[src/rtl/zero_detect_pipe.sv]
// Pipelined zero/ones/masked/equality detector: a per-bit "ok" vector is AND-reduced
// over LEVELS registered tree levels of fan-in GROUP, with valid/ready flow control.
module zero_detect_pipe #(
    parameter int WIDTH = 64,
    parameter int GROUP = 4,
    parameter int TAG_W = 5
) (
    input  logic             clk,
    input  logic             reset,
    input  logic             in_valid,
    output logic             in_ready,
    input  logic [WIDTH-1:0] in_data,
    input  logic [WIDTH-1:0] in_cmp,
    input  logic [1:0]       in_mode,
    input  logic [TAG_W-1:0] in_tag,
    output logic             out_valid,
    input  logic             out_ready,
    output logic             out_flag,
    output logic [TAG_W-1:0] out_tag,
    output logic             sticky_flag,
    input  logic             sticky_clr
);

    function automatic int calc_levels(input int w, input int g);
        int lv;
        int span;
        lv   = 1;
        span = g;
        while (span < w) begin
            span = span * g;
            lv++;
        end
        return lv;
    endfunction

    function automatic int calc_span(input int g, input int lv);
        int span;
        span = 1;
        for (int i = 0; i < lv; i++) begin
            span = span * g;
        end
        return span;
    endfunction

    localparam int LEVELS = calc_levels(WIDTH, GROUP);
    localparam int PW     = calc_span(GROUP, LEVELS);

    logic             adv;
    logic [WIDTH-1:0] bit_ok;
    logic [PW-1:0]    ok_pad;

    assign adv      = !out_valid || out_ready;
    assign in_ready = adv;

    always_comb begin
        case (in_mode)
            2'b00:   bit_ok = ~in_data;
            2'b01:   bit_ok = in_data;
            2'b10:   bit_ok = ~(in_data & in_cmp);
            default: bit_ok = ~(in_data ^ in_cmp);
        endcase
    end

    // Pad positions are forced to 1 so they can never pull the AND tree low.
    always_comb begin
        ok_pad = '1;
        for (int i = 0; i < WIDTH; i++) begin
            ok_pad[i] = bit_ok[i];
        end
    end

    for (genvar l = 0; l < LEVELS; l++) begin : g_level
        logic [PW-1:0]    src;
        logic             src_valid;
        logic [TAG_W-1:0] src_tag;
        logic [PW-1:0]    reduced;
        logic [PW-1:0]    data_q;
        logic             valid_q;
        logic [TAG_W-1:0] tag_q;

        if (l == 0) begin : g_first
            assign src       = ok_pad;
            assign src_valid = in_valid;
            assign src_tag   = in_tag;
        end else begin : g_next
            assign src       = g_level[l-1].data_q;
            assign src_valid = g_level[l-1].valid_q;
            assign src_tag   = g_level[l-1].tag_q;
        end

        // Node j ANDs source bits j*GROUP .. j*GROUP+GROUP-1; nodes past the live range stay 1.
        always_comb begin
            reduced = '1;
            for (int i = 0; i < PW; i++) begin
                reduced[i/GROUP] = reduced[i/GROUP] & src[i];
            end
        end

        always_ff @(posedge clk) begin
            if (reset) begin
                valid_q <= 1'b0;
                data_q  <= '0;
                tag_q   <= '0;
            end else if (adv) begin
                valid_q <= src_valid;
                data_q  <= reduced;
                tag_q   <= src_tag;
            end
        end
    end

    assign out_valid = g_level[LEVELS-1].valid_q;
    assign out_flag  = &g_level[LEVELS-1].data_q;
    assign out_tag   = g_level[LEVELS-1].tag_q;

    // A setting handshake takes priority over a coincident clear.
    always_ff @(posedge clk) begin
        if (reset) begin
            sticky_flag <= 1'b0;
        end else if (out_valid && out_ready && out_flag) begin
            sticky_flag <= 1'b1;
        end else if (sticky_clr) begin
            sticky_flag <= 1'b0;
        end
    end

endmodule

[config.mk]
export PLATFORM = sky130hd
export DESIGN_NAME = zero_detect_pipe
export DESIGN_NICKNAME = d
export VERILOG_FILES = /design/src/rtl/zero_detect_pipe.sv
export SDC_FILE = /design/constraint.sdc
export NUM_CORES = 1
export LEC_CHECK = 0
export CAP_MARGIN = 5
export CORE_UTILIZATION = 40
export DETAILED_ROUTE_END_ITERATION = 16
export DONT_BUFFER_PORTS = 1
export SLEW_MARGIN = 20
export SYNTH_ARGS = -nofsm -noshare
export SYNTH_HDL_FRONTEND = slang
export SYNTH_SLANG_ARGS = --single-unit
[constraint.sdc]
create_clock -name clk -period 1.5 [get_ports clk]
set_input_delay 0.225 -clock clk [delete_from_list [all_inputs] [get_ports clk]]
set_output_delay 0.225 -clock clk [all_outputs]
set_load 0.02 [all_outputs]
# Word level (Yosys, flattened, before mapping)
# Index checks and enable logic that the tools add are counted.
# op_classes
bitwise_logic	149
n_reduce_logical	7
n_eq_ne	2
mux	3
# op_table
op	count
64-bit NOT	3
64-bit case mux with 3 select lines	1
1-bit AND	144
64-bit AND	1
64-bit AND reduction	1
64-bit bitwise XOR	1
2-bit by 1-bit equality test with 1-bit output, second input constant	1
2-bit equality test, second input constant	1
1-bit logical AND	2
2-bit logical NOT	1
1-bit two-way mux	2
2-bit nonzero test	1
1-bit logical NOT	1
1-bit logical OR	1
# word_totals
out_inout_bits	9
ff_bits	70
elab_cells	171
in_bits	140

# Logic depth before layout (Yosys ltp)
# depth
depth_word	6
depth_mapped	6
mapped_depth_nobuf	4

# Worst setup path after synthesis
# Ideal clock, no wire load.
# synth_timing
kind	reg-to-reg
start	register g_level[2].valid_q (netlist: out_valid)
end	register g_level[0].data_q[12]
n_path_buf	2
path_slack_ps	26
path_stages_with_launch	6
setup_ps	80
t_arrival_ps	1394
cell_sequence	dfxtp_1 -> nor2b_1 -> buf_2 -> clkbuf_1 -> a21oi_1 -> a211oi_2
# synth_between
elab_chain_len	2
# synth_rtl
item	line_no	text
start, declared	78	logic valid_q;
start signal, assigned	105	valid_q <= src_valid;
1-bit logical NOT	52	assign adv = !out_valid || out_ready;
1-bit logical OR	52	
end signal, assigned	106	data_q <= reduced;
end, declared	77	logic [PW-1:0] data_q;
# Every way passes these cells.
# A chain may end at the register's enable or synchronous reset.

# Worst setup path after layout
# layout_timing
start	register g_level[2].valid_q (netlist: out_valid)
end	output in_ready
# layout_between
elab_chain_len	2
# layout_rtl
item	line_no	text
1-bit logical NOT	52	
1-bit logical OR	52	
end, declared	11	output logic in_ready,
# Every way passes these cells.

==> flow_summary.json <==
{
  "status": "completed",
  "cp_slowest_cell": "dfxtp_1",
  "hold_viol": 0,
  "syn_avg_cell_area_sq_um": 8.275,
  "layout-drive-gt1-share_pct": 8.794,
  "ant_nets": 0,
  "crit_chain": "nor2b_4, inv_2, buf_12",
  "setup_viol": 0,
  "arrival_ps": 1080,
  "synthesis.area_sq_mm": 0.003318,
  "cts_sinks": 43,
  "critPathKind": "reg2out",
  "finalCriticalPeriod_ps": 1301,
  "die_x_um": 93.08,
  "routed_wl_um": 8671,
  "start_util_pct": 42.07,
  "relSlewSlack_pct": 78.34,
  "worst_pin_slew_ps": 321.9,
  "die_y_um": 93.08,
  "slowest_delay_ps": 340,
  "root_buffer": "clkbuf_8",
  "stdcell_area_sq_mm": 0.003553,
  "num_rows": 32,
  "cts_buffers": 5,
  "design_power_total_mw": 2.337,
  "grt_pass1_vias": 2981,
  "layout.nets": 601,
  "slew_viol_final": 0,
  "synth.distinct_cells": 29,
  "postCtsSetupBuffers": 0,
  "port_buffers": 0,
  "finalSetupTns_ps": 0,
  "antenna_found_initial": 0,
  "die_area_sq_mm": 0.008664,
  "clock_path_buffers": 2,
  "power_density_mw_per_mm2": 657.8,
  "placed_area_sq_mm": 0.003450,
  "clock_latency_ps": 290,
  "max_cap_violations": 0,
  "rsz0062_at_grt": "no",
  "core_area_sq_mm": 0.007888,
  "drc": 0,
  "cts_tree": "built",
  "place_hpwl_um": 6626,
  "drt_first_pass_iters": 4,
  "worstSetupStartpointType": "flop",
  "critPathRequiredTime_ps": 1270,
  "post-route-period-util_pct": 86.76,
  "htreeDepth": 2,
  "synth_fp_nets": 605,
  "drt_iter0_markers": 89,
  "routabilityCongestion": 0.8110,
  "n_antenna_cell": 0,
  "drt-wirelength-per-cell_um": 17.34,
  "via_per_inst": 6.100,
  "p_leak_nw": 1.505,
  "io_pins": 149,
  "finClkSkew_ps": 1.443,
  "crit_path_max_fanout": 11,
  "grt_max_degree": 44,
  "grt-ovfl-total": 0,
  "ys_ff_latch": 43,
  "grt_usage_pct": 19.71,
  "yosys_warnings": 0,
  "syn_to_final_growth_pct": 7.089,
  "endpoint_kind": "output pin",
  "ys_seq_area_share_pct": 25.94,
  "max_freq_mhz": 768.4,
  "grt_pass1_wl_um": 13720,
  "peakVddDrop_uv": 345.2,
  "holdBufCountCts": 1,
  "fin_ws_ps": 198.6,
  "final_core_util_pct": 45.05,
  "pre_cts_slack_ps": 201.7,
  "clkTransAtPathRegs_ps": 80,
  "cts_resized": 0,
  "hold_class": "in2reg",
  "synth_cells": 401,
  "num_vias": 3050
}
layer usage:
| metal | up-vias | global-route usage (%) | share of wire, % |
|---|---|---|---|
| met2 | 105 | 34.93 | 47 |
| met5 | - | 0 | 0 |
| met3 | 5 | 4.228 | 7.0 |
| met1 | 1402 | 24.81 | 45 |
| met4 | 0 | 3.077 | 0.69 |
| li1 | 1538 | - | - |
report_power, final:
group / internal (mW) / switching (mW) / leakage [nW]
sequential: 1.19 / 0.0284 / 0.351
clock: 0.319 / 0.384 / 0.0477
combinational: 0.199 / 0.220 / 1.11
total: 1.70 / 0.633 / 1.51
critical path, delay by kind of cell (launching register included):
family                 cells  cell delay, ps
buffers and inverters      2             280
and+or+nand+nor            1             170
DFF                        1             340
per-stage QoR:
| stage | instances | hold slack [ps] |
|---|---|---|
| finish | 500 | 67.12 |
| global placement | 491 | 300.4 |
| CTS | 500 | 55.71 |
| global route | 500 | 53.20 |
| detailed placement | 491 | 303.7 |
| floorplan | 401 | 365.5 |
cell usage after synthesis:
library cell / count / area, sq um
a211oi_1: 12 / 90.09
a211oi_2: 4 / 50.05
a21oi_1: 40 / 200.2
a31o_2: 4 / 35.03
a32oi_1: 1 / 8.760
and2_1: 1 / 6.260
and3_1: 27 / 168.9
and4_1: 1 / 8.760
buf_1: 4 / 15.01
buf_2: 6 / 30.03
buf_6: 3 / 33.78
clkbuf_1: 14 / 52.55
dfxtp_1: 43 / 860.8
ha_1: 64 / 800.8
inv_1: 1 / 3.750
inv_2: 1 / 3.750
nand2_1: 38 / 142.6
nand2b_1: 1 / 6.260
nand4_1: 5 / 31.28
nand4b_1: 1 / 8.760
nor2_1: 31 / 116.4
nor2b_1: 2 / 12.51
nor3_1: 36 / 180.2
nor4_1: 20 / 125.1
o311ai_1: 1 / 8.760
o31ai_1: 12 / 90.09
o32ai_1: 15 / 131.4
or2_1: 1 / 6.260
or4_1: 12 / 90.09
logic make-up (layout without fill, tap and decap cells):
logic type                 Yosys count  after routing  synth area share, %
buffers and inverters               29             26                4.185
and+or+nand+nor                    176            176                27.23
DFF                                 43             43                25.94
adders and majority gates           64             64                24.13
AOI/OAI and AO/OA                   89             89                18.51
state kept, by name, summed over array words and instances (netlist names):
| name | count |
|---|---|
| g_level.tag_q | 10 |
| out_valid | 1 |
| sticky_flag | 1 |
| out_tag | 5 |
| g_level.data_q | 24 |
| g_level.valid_q | 2 |
layout make-up:
type                            count  area, sq um
Fill cell                         805         4334
Sequential cell                    43        860.8
Timing Repair Buffer               16        145.1
Clock buffer                        5        68.82
Tap cell                          102        127.6
Inverter                            2        7.507
Clock inverter                      3        15.01
Multi-Input combinational cell    329         2328
final timing paths:
check	start	to	slack (ps)	cells after the start
setup reg to reg	out_valid	g_level[0].data_q[4]	240	5
setup / recovery	out_valid	in_ready	200	3
hold reg to reg	g_level[1].tag_q[0]	g_level[1].tag_q[0]	450	2
hold / removal	in_tag[4]	g_level[0].tag_q[4]	70	2
placed cells by master, fill, tap and decap left out, types with 14 or more instances in the layout:
cell type   n
ha_1       64
dfxtp_1    43
a21oi_1    40
nand2_1    38
nor3_1     36
nor2_1     31
and3_1     27
nor4_1     20
o32ai_1    15
buf_4      14
No activity file was read; power rests on OpenSTA's default activity.
